--- src/rtl/sdram_init_seq.sv ---
`default_nettype none
// ============================================================================
//  Module      : sdram_init_seq
//  Description : SDRAM power-up initialisation sequencer with re-init support.
//                It issues this sequence: power-up wait, PRECHARGE-ALL,
//                REF_NUM x AUTO-REFRESH, then LOAD MODE REGISTER. It then
//                parks in DONE with NOP on the bus. A reinit_req seen in DONE
//                replays the sequence without the power-up wait.
//  Ports       : sclk/s_rst_n      system clock, sync active-low reset
//                sdram_clk         inverted sclk to the device
//                mode_val          mode word, latched when a sequence starts
//                reinit_req/ack    re-init request level / completion pulse
//                sdram_cke/cmd/addr/bank  registered SDRAM command bus
//                init_done         high while parked in DONE
//                ref_cnt           AUTO-REFRESH commands in current sequence
//  Revision    : 1.0 - initial release
// ============================================================================
module sdram_init_seq #(
  parameter int ADDR_W  = 12,
  parameter int BA_W    = 2,
  parameter int T_PWR   = 10000,
  parameter int T_RP    = 3,
  parameter int T_RFC   = 7,
  parameter int T_MRD   = 2,
  parameter int REF_NUM = 2
) (
  input  logic              sclk,
  input  logic              s_rst_n,
  output logic              sdram_clk,
  input  logic [ADDR_W-1:0] mode_val,
  input  logic              reinit_req,
  output logic              reinit_ack,
  output logic              sdram_cke,
  output logic [3:0]        sdram_cmd,
  output logic [ADDR_W-1:0] sdram_addr,
  output logic [BA_W-1:0]   sdram_bank,
  output logic              init_done,
  output logic [3:0]        ref_cnt
);

  localparam logic [3:0] C_CMD_NOP = 4'b0111;
  localparam logic [3:0] C_CMD_PRE = 4'b0010;
  localparam logic [3:0] C_CMD_REF = 4'b0001;
  localparam logic [3:0] C_CMD_MRS = 4'b0000;

  // One shared counter covers the power-up wait and all command gaps.
  localparam int C_T_MAX_A = (T_PWR > T_RP)  ? T_PWR : T_RP;
  localparam int C_T_MAX_B = (T_RFC > T_MRD) ? T_RFC : T_MRD;
  localparam int C_T_MAX   = (C_T_MAX_A > C_T_MAX_B) ? C_T_MAX_A : C_T_MAX_B;
  localparam int CNT_W     = $clog2(C_T_MAX);

  // The command state takes one cycle, so each wait state lasts T-1 cycles
  // and it exits when the counter reaches T-2.
  localparam logic [CNT_W-1:0] C_PWR_LAST = CNT_W'(T_PWR - 1);
  localparam logic [CNT_W-1:0] C_RP_LAST  = CNT_W'(T_RP - 2);
  localparam logic [CNT_W-1:0] C_RFC_LAST = CNT_W'(T_RFC - 2);
  localparam logic [CNT_W-1:0] C_MRD_LAST = CNT_W'(T_MRD - 2);

  localparam logic [ADDR_W-1:0] C_ADDR_A10 = ADDR_W'(1024);
  localparam logic [3:0]        C_REF_NUM  = 4'(REF_NUM);

  typedef enum logic [2:0] {
    S_WAIT_PWR = 3'd0,
    S_PRE      = 3'd1,
    S_WAIT_RP  = 3'd2,
    S_REF      = 3'd3,
    S_WAIT_RFC = 3'd4,
    S_MRS      = 3'd5,
    S_WAIT_MRD = 3'd6,
    S_DONE     = 3'd7
  } state_t;

  state_t            state_q;
  logic [CNT_W-1:0]  cnt_q;
  logic [3:0]        ref_cnt_q;
  logic [3:0]        ref_cnt_d;
  logic [ADDR_W-1:0] mode_q;
  logic              reinit_q;    // current sequence is a re-init
  logic [3:0]        cmd_q;
  logic [ADDR_W-1:0] addr_q;
  logic [BA_W-1:0]   bank_q;
  logic              cke_q;
  logic              done_q;
  logic              ack_q;

  // Saturating refresh count, applied on the edge that registers AUTO_REF.
  assign ref_cnt_d = (ref_cnt_q == C_REF_NUM) ? ref_cnt_q : ref_cnt_q + 4'd1;

  always_ff @(posedge sclk) begin
    if (!s_rst_n) begin
      state_q   <= S_WAIT_PWR;
      cnt_q     <= '0;
      ref_cnt_q <= '0;
      mode_q    <= '0;
      reinit_q  <= 1'b0;
      cmd_q     <= C_CMD_NOP;
      addr_q    <= '0;
      bank_q    <= '0;
      cke_q     <= 1'b0;
      done_q    <= 1'b0;
      ack_q     <= 1'b0;
    end else begin
      // Bus defaults to NOP; only command-issuing transitions override it.
      cke_q  <= 1'b1;
      cmd_q  <= C_CMD_NOP;
      addr_q <= '0;
      bank_q <= '0;
      ack_q  <= 1'b0;
      case (state_q)
        S_WAIT_PWR: begin
          if (cnt_q == C_PWR_LAST) begin
            mode_q  <= mode_val;
            state_q <= S_PRE;
            cmd_q   <= C_CMD_PRE;
            addr_q  <= C_ADDR_A10;
            cnt_q   <= '0;
          end else begin
            cnt_q <= cnt_q + 1'b1;
          end
        end
        S_PRE: state_q <= S_WAIT_RP;
        S_WAIT_RP: begin
          if (cnt_q == C_RP_LAST) begin
            state_q   <= S_REF;
            cmd_q     <= C_CMD_REF;
            ref_cnt_q <= ref_cnt_d;
            cnt_q     <= '0;
          end else begin
            cnt_q <= cnt_q + 1'b1;
          end
        end
        S_REF: state_q <= S_WAIT_RFC;
        S_WAIT_RFC: begin
          if (cnt_q == C_RFC_LAST) begin
            cnt_q <= '0;
            if (ref_cnt_q < C_REF_NUM) begin
              state_q   <= S_REF;
              cmd_q     <= C_CMD_REF;
              ref_cnt_q <= ref_cnt_d;
            end else begin
              state_q <= S_MRS;
              cmd_q   <= C_CMD_MRS;
              addr_q  <= mode_q;
            end
          end else begin
            cnt_q <= cnt_q + 1'b1;
          end
        end
        S_MRS: state_q <= S_WAIT_MRD;
        S_WAIT_MRD: begin
          if (cnt_q == C_MRD_LAST) begin
            state_q  <= S_DONE;
            done_q   <= 1'b1;
            ack_q    <= reinit_q;
            reinit_q <= 1'b0;
            cnt_q    <= '0;
          end else begin
            cnt_q <= cnt_q + 1'b1;
          end
        end
        S_DONE: begin
          // While ack is showing, a requester may still hold req; ignore it
          // so one request yields exactly one sequence.
          if (reinit_req && !ack_q) begin
            mode_q    <= mode_val;
            state_q   <= S_PRE;
            cmd_q     <= C_CMD_PRE;
            addr_q    <= C_ADDR_A10;
            done_q    <= 1'b0;
            ref_cnt_q <= '0;
            reinit_q  <= 1'b1;
            cnt_q     <= '0;
          end
        end
        default: state_q <= S_WAIT_PWR;
      endcase
    end
  end

  assign sdram_clk  = ~sclk;
  assign reinit_ack = ack_q;
  assign sdram_cke  = cke_q;
  assign sdram_cmd  = cmd_q;
  assign sdram_addr = addr_q;
  assign sdram_bank = bank_q;
  assign init_done  = done_q;
  assign ref_cnt    = ref_cnt_q;

endmodule
`default_nettype wire
--- config.mk ---
export PLATFORM = sky130hd
export DESIGN_NAME = sdram_init_seq
export DESIGN_NICKNAME = d
export VERILOG_FILES = /design/src/rtl/sdram_init_seq.sv
export SDC_FILE = /design/constraint.sdc
export NUM_CORES = 1
export LEC_CHECK = 0
export ABC_AREA = 1
export CAP_MARGIN = 20
export CORE_ASPECT_RATIO = 1.5
export CORE_MARGIN = 2
export CORE_UTILIZATION = 55
export DETAILED_ROUTE_END_ITERATION = 7
export GPL_ROUTABILITY_DRIVEN = 0
export GPL_TIMING_DRIVEN = 0
export PLACE_DENSITY_LB_ADDON = 0.08
export SETUP_SLACK_MARGIN = 0.05
export SKIP_LAST_GASP = 1
export SYNTH_ARGS = -nofsm -noshare
export SYNTH_HDL_FRONTEND = slang
export SYNTH_SLANG_ARGS = --single-unit
--- constraint.sdc ---
create_clock -name sclk -period 3.7 [get_ports sclk]
set_input_delay 0.74 -clock sclk [delete_from_list [all_inputs] [get_ports sclk]]
set_output_delay 0.74 -clock sclk [all_outputs]
set_load 0.005 [all_outputs]
**Word level (Yosys, flattened, before mapping)**

Index checks and enable logic that the tools add are counted.

- Register bits after elaboration: 53
- Output and inout port bits: 26
- Bits of input ports: 15
- Word-level logic and storage cells: 85

- Eq/ne operators: 17
- Bitwise operators: 1
- Add/sub/neg operators: 2
- $lt $le $gt $ge: 1
- Reduce and logical (&&, ||, !) cells: 14
- Muxes and demuxes: 40

Operators by type and width:

| cell | number |
|---|---|
| 14-bit 2-to-1 mux | 5 |
| 14-bit one-hot mux with 5 select lines | 1 |
| 12-bit 2-to-1 mux | 4 |
| 12-bit one-hot mux with 3 select lines | 1 |
| 3-bit 2-to-1 mux | 10 |
| 12-bit one-hot mux with 2 select lines | 1 |
| 3-bit one-hot mux with 8 select lines | 1 |
| 11-bit 2-to-1 mux | 2 |
| 4-bit 2-to-1 mux | 5 |
| 14-bit by 1-bit adder with 14-bit output, second input constant | 1 |
| 14-bit by 1-bit == test with 1-bit output, second input constant | 1 |
| 14-bit == test, second input constant | 1 |
| 14-bit by 3-bit == test with 1-bit output, second input constant | 1 |
| 14-bit logical NOT | 1 |
| 3-bit == test, second input constant | 4 |
| 2-bit inequality test, second input constant | 6 |
| 3-bit one-hot mux with 4 select lines | 1 |
| 4-bit one-hot mux with 3 select lines | 1 |
| 5-bit AND reduction | 2 |
| 3-bit AND reduction | 3 |
| 3-bit by 2-bit == test with 1-bit output, second input constant | 2 |
| 1-bit 2-to-1 mux | 6 |
| 5-bit nonzero test | 1 |
| 4-bit by 1-bit adder with 4-bit output, second input constant | 1 |
| other kinds (11) | 13 |

**Longest topological paths before layout**

- Depth after elaboration: 5
- Gate-level depth with buffers: 13
- Mapped depth without buffers: 13

==> summary.md <==
| Metric | Value |
|---|---|
| Num ports | ~40 |
| CTS Root Buffer Type | clkbuf_8 |
| Crit Reg-Reg Startpoint | cnt_q[0] |
| Top FF cell, synth | dfxtp_1 |
| Pwr Density | around 320 nW/um2 |
| Area Overhead vs Synth | 21.2% |
| Routed WL | 5380 um |
| Setup violators final | 0 |
| Family with the most delay on the worst path | buffers and inverters |
| CP Capture Type | primary output |
| Die Y | ~87 um |
| GRT Total Usage | between 20% and 30% |
| Setup crit start kind | clock port |
| HPWL Detailed | a little over 4000 um |
| Status | finished, final reports clean |
| Via Count | roughly 2200 |
| Antenna Cells | 0 |
| Static leakage | 1.27 nW |
| Hold Fails Final Rpt | 0 |
| Critical Path RT | 2.96 ns |
| Worst Reg-to-Reg Cells | 10 |
| Critical path buffer and inverter count | 4 |
| Final instance area | 3040 um2 |
| Wire length per cell | around 12 um |
| Post-synthesis xor/xnor area fraction | 1.40% |
| Clock Latency Late Sink | about 0.31 ns |
| Combinational family with the most area after synthesis | simple AND/OR/NAND/NOR gates |
| Slew @ Worst Pin | around 0.56 ns |
| Clock transition at the registers of the reported paths | around 0.11 ns |
| Most used cell along the critical path | clkbuf_8 |
| CP max stage cell | clkdlybuf4s50_1 |
| PortBufs | 37 |
| Global-route wire length before repair | about 9000 um |
| Async S/R FF share, synth | 0% |
| Final setup TNS | 0 ns |
| Unique cell type count in the Yosys netlist | 33 |
| Worst VDD drop | 277 uV |
| Post-synth EDFFs | 0 |
| CP Cell Sequence | clkbuf_8, clkbuf_8, inv_1, clkdlybuf4s50_1 |
| Synth Area in Simple Gates | roughly a third |
| Critical path class | clock port to primary output |
| Count of pins over their slew limit | 0 |
| CTS resizes | 0 |
| Cell Area, Synth | roughly 2500 um2 |
| Yosys Warn Count | 0 |
| Vias in the first global route | roughly 2100 |
| First drt pass iteration count | 4 |
| Post-route ant nets | 0 |
| Initial Util | a little under three fifths |
| Post-placement cell area | around 2900 um2 |
| Top cell type's share of synthesized area | around two fifths |
| Die outline width | approximately 59 um |
| Min-delay src | mode_q[3] |
| Clk buf depth | 2 |
| Count leader, synth | nand2_1 |
| Row Count | 30 |
| Synth area leader | dfxtp_1 |
| Nets | about 410 |
| Hold WC Path Type | register to register |
| Top post-synthesis cells by count | 65 x nand2_1, 52 x dfxtp_1, 42 x inv_1 |
| Vias per cell | between 5 and 6 |
| CP startpoint | sclk |
| Synth Register Bits | 52 |
| Initial antenna violation count | 0 |
| Synth Area in Adders | under 10% |
| Worst hold margin | about 0.44 ns |
| Reg-to-Reg End | cnt_q[5] |
| Setup Buffers After CTS | 0 |
| Worst path max stage delay | around 0.49 ns |
| Slew HR | between 60% and 70% |
| Setup Skew | approximately 0.009 ns |
| CTS Buf Count | 5 |
| Seq/Total Area, Yosys | 41.5% |
| Die footprint | a little over 5000 um2 |
| Syn Inst Count | ~350 |
| RSZ-0062 raised after global routing | false |
| Syn_area_per_cell | just over 7 um2 |
| Gr ovfl total | 0 |
| R2R Setup Slk | approximately 1.9 ns |
| Crit path to | sdram_clk |
| Synth Area in Compound Gates | 10.1% |
| H-Tree Level Count | 2 |
| CTS tree | yes |
| Post-route DRC | 0 |
| Initial DRC count | 45 |
| Layout cells sized above 1 | between 10% and 20% |
| Largest net degree at the start of global routing | 19 |
| Critical path arrival | 2.70 ns |
| Synth area leaders | dfxtp_1 41%, nand2_1 9.7%, inv_1 6.3%, nand3_1 5.6%, a21oi_1 5.4% |
| Max-Cap Viols | 0 |
| Core area | between 4000 and 5000 um2 |
| Mux share of post-synthesis cell area | 0% |
| Max FO, Critical Path | 13 |
| Hold_buf cts | 0 |
| Worst path depth | 4 |
where the power goes:
group | switching, W | total, W | internal, W
combinational | 0.0000257 | 0.0000513 | 0.0000256
sequential | 0.00000343 | 0.000566 | 0.000563
clock | 0.000210 | 0.000367 | 0.000157
per-stage QoR:
stage                     power (W)  utilization (%)  worst slack, ns  cells
after CTS                  0.000992             68.1            0.250    440
after global routing        0.00102             68.1            0.234    440
after global placement     0.000656             66.0            0.605    432
after detailed placement   0.000657             66.0            0.605    432
final                      0.000984             68.1            0.261    440
after floorplan            0.000612                -             1.07    347
registers in the layout, summed over array words and instances (netlist names):
register / cells
cnt_q: 14
mode_q: 12
sdram_addr: 12
ref_cnt: 4
sdram_cmd: 3
state_q: 3
init_done: 1
reinit_ack: 1
reinit_q: 1
sdram_cke: 1
worst register-to-register path: cells and delay by family, from the launching register on:
kind | cells | cell delay [ns]
and+or+nand+nor | 8 | 1.06
buffers and inverters | 1 | 0.04
adders and majority gates | 1 | 0.22
DFF | 1 | 0.39
per-layer routing:
layer  global-route usage (%)  wire length, um  up-vias
met3                     4.63              157        8
met4                     7.23               77        0
met5                        0                0        -
li1                         -                -     1188
met2                     41.5             2750       35
met1                     25.5             2390      996
logic make-up (layout without fill, tap and decap cells):
group	count (synthesis)	count (layout)
compound gates	48	48
xor+xnor	4	4
fa+ha+maj	5	5
buf+inv	62	107
flops	52	52
other cells	1	3
simple gates	173	173
cell type report:
class                      count  area, um2
clock buffer                   6       78.8
tap                           48       60.1
fill                         421       1430
multi-input combinational    233       1200
sequential                    52       1040
buffer                        11       67.6
inverter                      50        201
clock inverter                 4       28.8
timing repair buffer          36        360
how the worst min path moves through the flow:
stage / endpoint / slack [ns] / cells after the start
2_1_floorplan: sdram_addr[0] / 0.42 / 2
3_3_place_gp: sdram_addr[9] / 0.43 / 2
3_5_place_dp: sdram_addr[3] / 0.44 / 2
4_1_cts: sdram_addr[3] / 0.45 / 2
5_1_grt: sdram_addr[2] / 0.47 / 2
6_report: sdram_addr[3] / 0.44 / 2
placed cells by master, fill, tap and decap left out:
master and instances:
nand3_4 1, nor2_2 2, nand3b_1 3, ha_1 5, o21ai_1 1, nand4_1 5
a31oi_1 1, clkdlybuf4s50_1 37, clkinv_4 3, nor2_4 3, o21bai_1 2, a21oi_2 2
nor3_1 16, buf_6 1, o21ai_0 15, clkinvlp_4 1, clkinv_2 1, nand3_2 3
nand2_4 4, clkbuf_1 3, nor3_2 1, xor2_1 4, nand2_1 65, nand2_2 5
nor3b_1 1, dfxtp_1 52, buf_4 4, a21oi_1 27, clkbuf_8 5, nand3_1 28
buf_2 3, inv_6 1, inv_1 42, inv_4 1, conb_1 3, nor2_1 36
inv_2 5
No activity file was read; power rests on OpenSTA's default activity.
